### src/rtl/pipe_hazard_ctrl.sv
`default_nettype none
// ============================================================================
//  Module      : pipe_hazard_ctrl
//  Description : Central stall/flush/bubble sequencer for a 5-stage pipeline:
//                memory freeze, load-use stall, branch squash, halt drain.
//  Revision    : 1.0 - initial release
// ============================================================================
module pipe_hazard_ctrl #(
    parameter int BR_FLUSH     = 1,
    parameter int DRAIN_CYCLES = 3
) (
    input  logic        clk,
    input  logic        rst,
    input  logic        id_valid,
    input  logic [2:0]  id_rs,
    input  logic        id_rs_used,
    input  logic [2:0]  id_rt,
    input  logic        id_rt_used,
    input  logic        id_halt,
    input  logic        idex_memread,
    input  logic        idex_regwrt,
    input  logic [2:0]  idex_rd,
    input  logic        ex_br_taken,
    input  logic        mem_busy,
    output logic        pc_en,
    output logic        ifid_en,
    output logic        ifid_flush,
    output logic        idex_en,
    output logic        idex_bubble,
    output logic        exmem_en,
    output logic        memwb_en,
    output logic        halt_done,
    output logic [15:0] stall_cnt,
    output logic [2:0]  state
);

    typedef enum logic [2:0] {
        ST_RUN    = 3'd0,
        ST_FLUSH  = 3'd1,
        ST_DRAIN  = 3'd2,
        ST_HALTED = 3'd3
    } state_t;

    localparam logic [3:0] c_br_init    = 4'(BR_FLUSH - 1);
    localparam logic [3:0] c_drain_init = 4'(DRAIN_CYCLES);

    state_t      r_state;
    state_t      w_state_nxt;
    logic [3:0]  r_cnt;
    logic [3:0]  w_cnt_nxt;
    logic [15:0] r_stall_cnt;
    logic        w_hz;
    logic        w_stall_inc;
    logic        w_pc_en, w_ifid_en, w_ifid_flush, w_idex_en;
    logic        w_idex_bubble, w_exmem_en, w_memwb_en, w_halt_done;

    assign w_hz = id_valid & idex_memread & idex_regwrt &
                  ((id_rs_used & (id_rs == idex_rd)) |
                   (id_rt_used & (id_rt == idex_rd)));

    always_comb begin
        w_state_nxt   = r_state;
        w_cnt_nxt     = r_cnt;
        w_stall_inc   = 1'b0;
        w_pc_en       = 1'b0;
        w_ifid_en     = 1'b0;
        w_ifid_flush  = 1'b0;
        w_idex_en     = 1'b0;
        w_idex_bubble = 1'b0;
        w_exmem_en    = 1'b0;
        w_memwb_en    = 1'b0;
        w_halt_done   = 1'b0;
        // Reset masks every control; freeze holds state and cnt outright.
        if (!rst) begin
            if ((r_state != ST_HALTED) && mem_busy) begin
                w_stall_inc = 1'b1;
            end else begin
                case (r_state)
                    ST_RUN: begin
                        w_idex_en  = 1'b1;
                        w_exmem_en = 1'b1;
                        w_memwb_en = 1'b1;
                        if (ex_br_taken) begin
                            w_pc_en       = 1'b1;
                            w_ifid_en     = 1'b1;
                            w_ifid_flush  = 1'b1;
                            w_idex_bubble = 1'b1;
                            if (BR_FLUSH > 1) begin
                                w_state_nxt = ST_FLUSH;
                                w_cnt_nxt   = c_br_init;
                            end
                        end else if (w_hz) begin
                            w_idex_bubble = 1'b1;
                            w_stall_inc   = 1'b1;
                        end else if (id_valid && id_halt) begin
                            w_stall_inc = 1'b1;
                            w_state_nxt = ST_DRAIN;
                            w_cnt_nxt   = c_drain_init;
                        end else begin
                            w_pc_en   = 1'b1;
                            w_ifid_en = 1'b1;
                        end
                    end
                    ST_FLUSH: begin
                        w_pc_en       = 1'b1;
                        w_ifid_en     = 1'b1;
                        w_ifid_flush  = 1'b1;
                        w_idex_en     = 1'b1;
                        w_idex_bubble = 1'b1;
                        w_exmem_en    = 1'b1;
                        w_memwb_en    = 1'b1;
                        w_cnt_nxt     = r_cnt - 4'd1;
                        if (r_cnt <= 4'd1) begin
                            w_state_nxt = ST_RUN;
                            w_cnt_nxt   = 4'd0;
                        end
                    end
                    ST_DRAIN: begin
                        w_idex_en     = 1'b1;
                        w_idex_bubble = 1'b1;
                        w_exmem_en    = 1'b1;
                        w_memwb_en    = 1'b1;
                        w_stall_inc   = 1'b1;
                        w_cnt_nxt     = r_cnt - 4'd1;
                        if (r_cnt <= 4'd1) begin
                            w_state_nxt = ST_HALTED;
                            w_cnt_nxt   = 4'd0;
                        end
                    end
                    ST_HALTED: begin
                        w_halt_done = 1'b1;
                    end
                    default: begin
                        w_state_nxt = ST_RUN;
                        w_cnt_nxt   = 4'd0;
                    end
                endcase
            end
        end
    end

    always_ff @(posedge clk) begin
        if (rst) begin
            r_state     <= ST_RUN;
            r_cnt       <= 4'd0;
            r_stall_cnt <= 16'd0;
        end else begin
            r_state <= w_state_nxt;
            r_cnt   <= w_cnt_nxt;
            if (w_stall_inc && (r_stall_cnt != 16'hFFFF)) begin
                r_stall_cnt <= r_stall_cnt + 16'd1;
            end
        end
    end

    assign pc_en       = w_pc_en;
    assign ifid_en     = w_ifid_en;
    assign ifid_flush  = w_ifid_flush;
    assign idex_en     = w_idex_en;
    assign idex_bubble = w_idex_bubble;
    assign exmem_en    = w_exmem_en;
    assign memwb_en    = w_memwb_en;
    assign halt_done   = w_halt_done;
    assign stall_cnt   = r_stall_cnt;
    assign state       = r_state;

endmodule
`default_nettype wire

### config.mk
export PLATFORM = sky130hd
export DESIGN_NAME = pipe_hazard_ctrl
export DESIGN_NICKNAME = d
export VERILOG_FILES = /design/src/rtl/pipe_hazard_ctrl.sv
export SDC_FILE = /design/constraint.sdc
export NUM_CORES = 1
export LEC_CHECK = 0
export CORE_MARGIN = 1
export CORE_UTILIZATION = 40
export CTS_CLUSTER_DIAMETER = 200
export DETAILED_ROUTE_END_ITERATION = 12
export HOLD_SLACK_MARGIN = 0.06
export PLACE_DENSITY = 0.75
export REMOVE_ABC_BUFFERS = 1
export SYNTH_ARGS = -nofsm -noshare
export SYNTH_HDL_FRONTEND = slang
export SYNTH_SLANG_ARGS = --single-unit
### constraint.sdc
create_clock -name clk -period 2.4 [get_ports clk]
set_clock_uncertainty 0.05 [all_clocks]
set_input_delay 0.48 -clock clk [delete_from_list [all_inputs] [get_ports clk]]
set_output_delay 0.48 -clock clk [all_outputs]
set_load 0.01 [all_outputs]
==> results.rst <==
.. list-table::
   :header-rows: 1

   * - Metric
     - Value
   * - Synthesized-area fraction occupied by xor and xnor cells
     - around 4.3%
   * - Top-level I/O count
     - between 40 and 50
   * - Sequential area share after synthesis
     - between 30 and 40%
   * - Commonest register cell after synthesis
     - sky130_fd_sc_hd__dfxtp_1
   * - Floorplan die area
     - ~3800 um^2
   * - DRC viols
     - 0
   * - Level count of the clock H-tree
     - 1
   * - TritonCTS clock tree
     - done
   * - Part of the cycle the worst path needs
     - between 90% and 100%
   * - Nature of the critical path startpoint
     - input port
   * - HP Class
     - flip-flop to flip-flop
   * - Cell Area, Synth
     - 1410 um^2
   * - Worst-path clk slew
     - between 100 and 150 ps
   * - Clock buffer count from CTS
     - 3
   * - Number of detailed-routing iterations run before antenna repair
     - 5
   * - Starting density of the core
     - between 40% and 50%
   * - Total chip power
     - about 0.89 mW
   * - Static Leak
     - 0.838 nW
   * - Setup violators final
     - 0
   * - GRT Max-Usage Layer
     - met2
   * - Vias after detailed routing
     - ~1600
   * - Detailed-route wire length
     - about 4.1 mm
   * - Peak fanout along the critical path
     - 3
   * - Avg WL per Cell
     - 14.0 um
   * - Commonest cells after routing, fill and taps aside
     - sky130_fd_sc_hd__clkdlybuf4s50_1, sky130_fd_sc_hd__buf_4, sky130_fd_sc_hd__dfxtp_1, sky130_fd_sc_hd__a21oi_1, sky130_fd_sc_hd__o21ai_0
   * - Number of storage elements in the synthesis netlist
     - 22
   * - Count of warnings emitted by yosys
     - 0
   * - Simple-gate share of the synthesized area
     - about a quarter
   * - Diode insertion count for antenna repair
     - 0
   * - Root buffer cell
     - sky130_fd_sc_hd__clkbuf_4
   * - Met1 routing resource usage after global routing
     - 27.9%
   * - Post-route antenna net violation count
     - 0
   * - Total Routing Usage GR
     - approximately a fifth
   * - Proportion of register bits with asynchronous set or reset after synthesis
     - 0%
   * - Placement row count
     - 21
   * - Fill cell count
     - around 290
   * - Status
     - finished clean
   * - Post-synthesis compound-gate area fraction
     - between 20% and 30%
   * - Dominant combinational cell family by area after synthesis
     - simple AND/OR/NAND/NOR gates
   * - Worst-case clock buffer depth
     - 2
   * - F_max
     - between 0.4 and 0.5 GHz
   * - Vias per std cell
     - between 5 and 6
   * - Power density over the cells
     - ~400 nW/um^2
   * - Final Max Tran Viols
     - 0
   * - Initial antenna violation count
     - 0
   * - Core area
     - 3360 um^2
   * - Number of standard cells after synthesis
     - around 180
   * - HPWL Detailed
     - 2.55 mm
   * - Layout area overhead
     - 56.5%
   * - GR Util met3
     - under 10%
   * - Via count of the first global-routing pass
     - approximately 1400
   * - Worst ir drop on vdd
     - just under 0.0004 V
   * - Sinks on Clock Net
     - 22
   * - Wire length of the first global-routing pass
     - ~5.9 mm
   * - Share of cells above drive strength 1
     - between 20% and 30%
   * - Fraction of the mapped netlist area in adder cells
     - roughly 7.1%
   * - Leading cell type in the layout, fill and taps excluded
     - sky130_fd_sc_hd__clkdlybuf4s50_1
   * - Post-route design area
     - roughly 2200 um^2
   * - Gpl congestion
     - between 0.7 and 0.8
   * - Type of element capturing the critical path
     - primary output
   * - Largest net degree at the start of global routing
     - 24
   * - Maxcap violations
     - 0
   * - Distinct cells, synth
     - 38
   * - Port-buffer cells
     - 44
   * - Mux contribution to synthesized area
     - 0.709%
   * - Worst endpoint required time
     - about 1900 ps
   * - Fraction of met2 tracks used by global routing
     - 34.0%
   * - Iter 0 DRT Violations
     - 56
   * - Endpoints failing hold
     - 0
   * - Later-pin clock latency in the skew report
     - between 300 and 400 ps
   * - Post-cts hold buffer count
     - 0
   * - Dpl cell area
     - between 1500 and 2000 um^2
   * - Vertical extent of the die
     - 61.4 um
   * - Die span in x
     - just over 60 um
   * - Syn avg cell area
     - 7.72 um^2
   * - Endpoint arrival time on the critical path
     - 1830 ps
   * - Count of flip-flops with a built-in enable after synthesis
     - 0
   * - WS Path Type
     - input port to primary output
   * - Clock period minus worst slack
     - around 2400 ps
   * - Remaining global-route overflow
     - 0
   * - Fin nets
     - ~270
## per-layer routing
layer,part of all wire (%),wire [um],vias up
li1,-,-,789
met1,45,1820,716
met2,47,1930,67
met3,6.3,255,10
met4,1.7,69,0
met5,0,0,-
## Yosys cell counts, drive strengths merged (2+ instances only)
cell,instances,share of area [%]
or4,2,1.1
and3,3,1.3
nor4,4,1.8
buf,7,3.5
dfxtp,22,31
nor3,4,1.4
nand4,7,3.1
and4,2,1.2
o31ai,3,1.6
inv,8,2.1
a21oi,23,8.1
a2111oi,2,1.2
nand3,10,3.5
nor2,12,3.2
or3,12,5.3
ha,8,7.1
xnor2,6,3.7
nor2b,2,0.89
clkbuf,5,1.3
nand2,9,2.4
o21ai,17,6.0
o21a,2,1.1
## layout make-up
class / instances / area, um^2 / area share [%]
Tap cell: 46 / 57.6 / 2.60
Timing Repair Buffer: 69 / 692 / 31.3
Inverter: 8 / 30.0 / 1.36
Sequential cell: 22 / 445 / 20.1
Multi-Input combinational cell: 141 / 950 / 43.0
Clock buffer: 4 / 36.3 / 1.64
## cells by family after synthesis
| group | Yosys count |
|---|---|
| flip-flops | 22 |
| adder cells (fa/ha/maj) | 8 |
| other | 1 |
| XOR/XNOR | 7 |
| AO/OA/AOI/OAI | 54 |
| buffers and inverters | 20 |
| AND/OR/NAND/NOR | 70 |
| multiplexers | 1 |
## stage by stage
stage	utilization (%)	std cells	setup WS (ps)	TNS, ps	hold slack (ps)
after floorplan	-	171	37.0	0	451
after global placement	58.7	277	-470	-2430	435
after detailed placement	58.7	277	-533	-3010	446
after CTS	63.4	290	-62.5	-125	467
after global routing	65.7	290	-38.0	-117	516
final	65.7	290	37.4	0	464
## sequential cells by signal, indices dropped and copies added, names as in the netlist
signal and count:
r_cnt 4, stall_cnt 16, state 2
## critical path: stages
cell,delay [ps]
sky130_fd_sc_hd__clkdlybuf4s50_1,460
sky130_fd_sc_hd__nor3_2,210
sky130_fd_sc_hd__buf_4,150
sky130_fd_sc_hd__clkdlybuf4s50_1,540
## worst paths after layout
path                            slack, ps    startpoint            to  cells past startpoint
worst max-delay path                   40      mem_busy      exmem_en                      4
worst min-delay path                  460  stall_cnt[5]  stall_cnt[5]                      2
worst max register to register        210      state[1]  stall_cnt[6]                      8
worst min register to register        460  stall_cnt[5]  stall_cnt[5]                      2
## repair_timing
action	4_1_cts	5_1_grt
endpoints found under the setup margin	7	23
pin swaps	19	16
hold endpoints to repair	0	0
gates resized for setup	29	24
buffers inserted	8	3
gates cloned	2	0
## power breakdown
| part | internal, mW | switching [mW] |
|---|---|---|
| logic | 0.158 | 0.128 |
| registers | 0.379 | 0.0181 |
| clock network | 0.0928 | 0.116 |
| total | 0.630 | 0.261 |
Note: power is estimated with default switching activity, not from simulation.
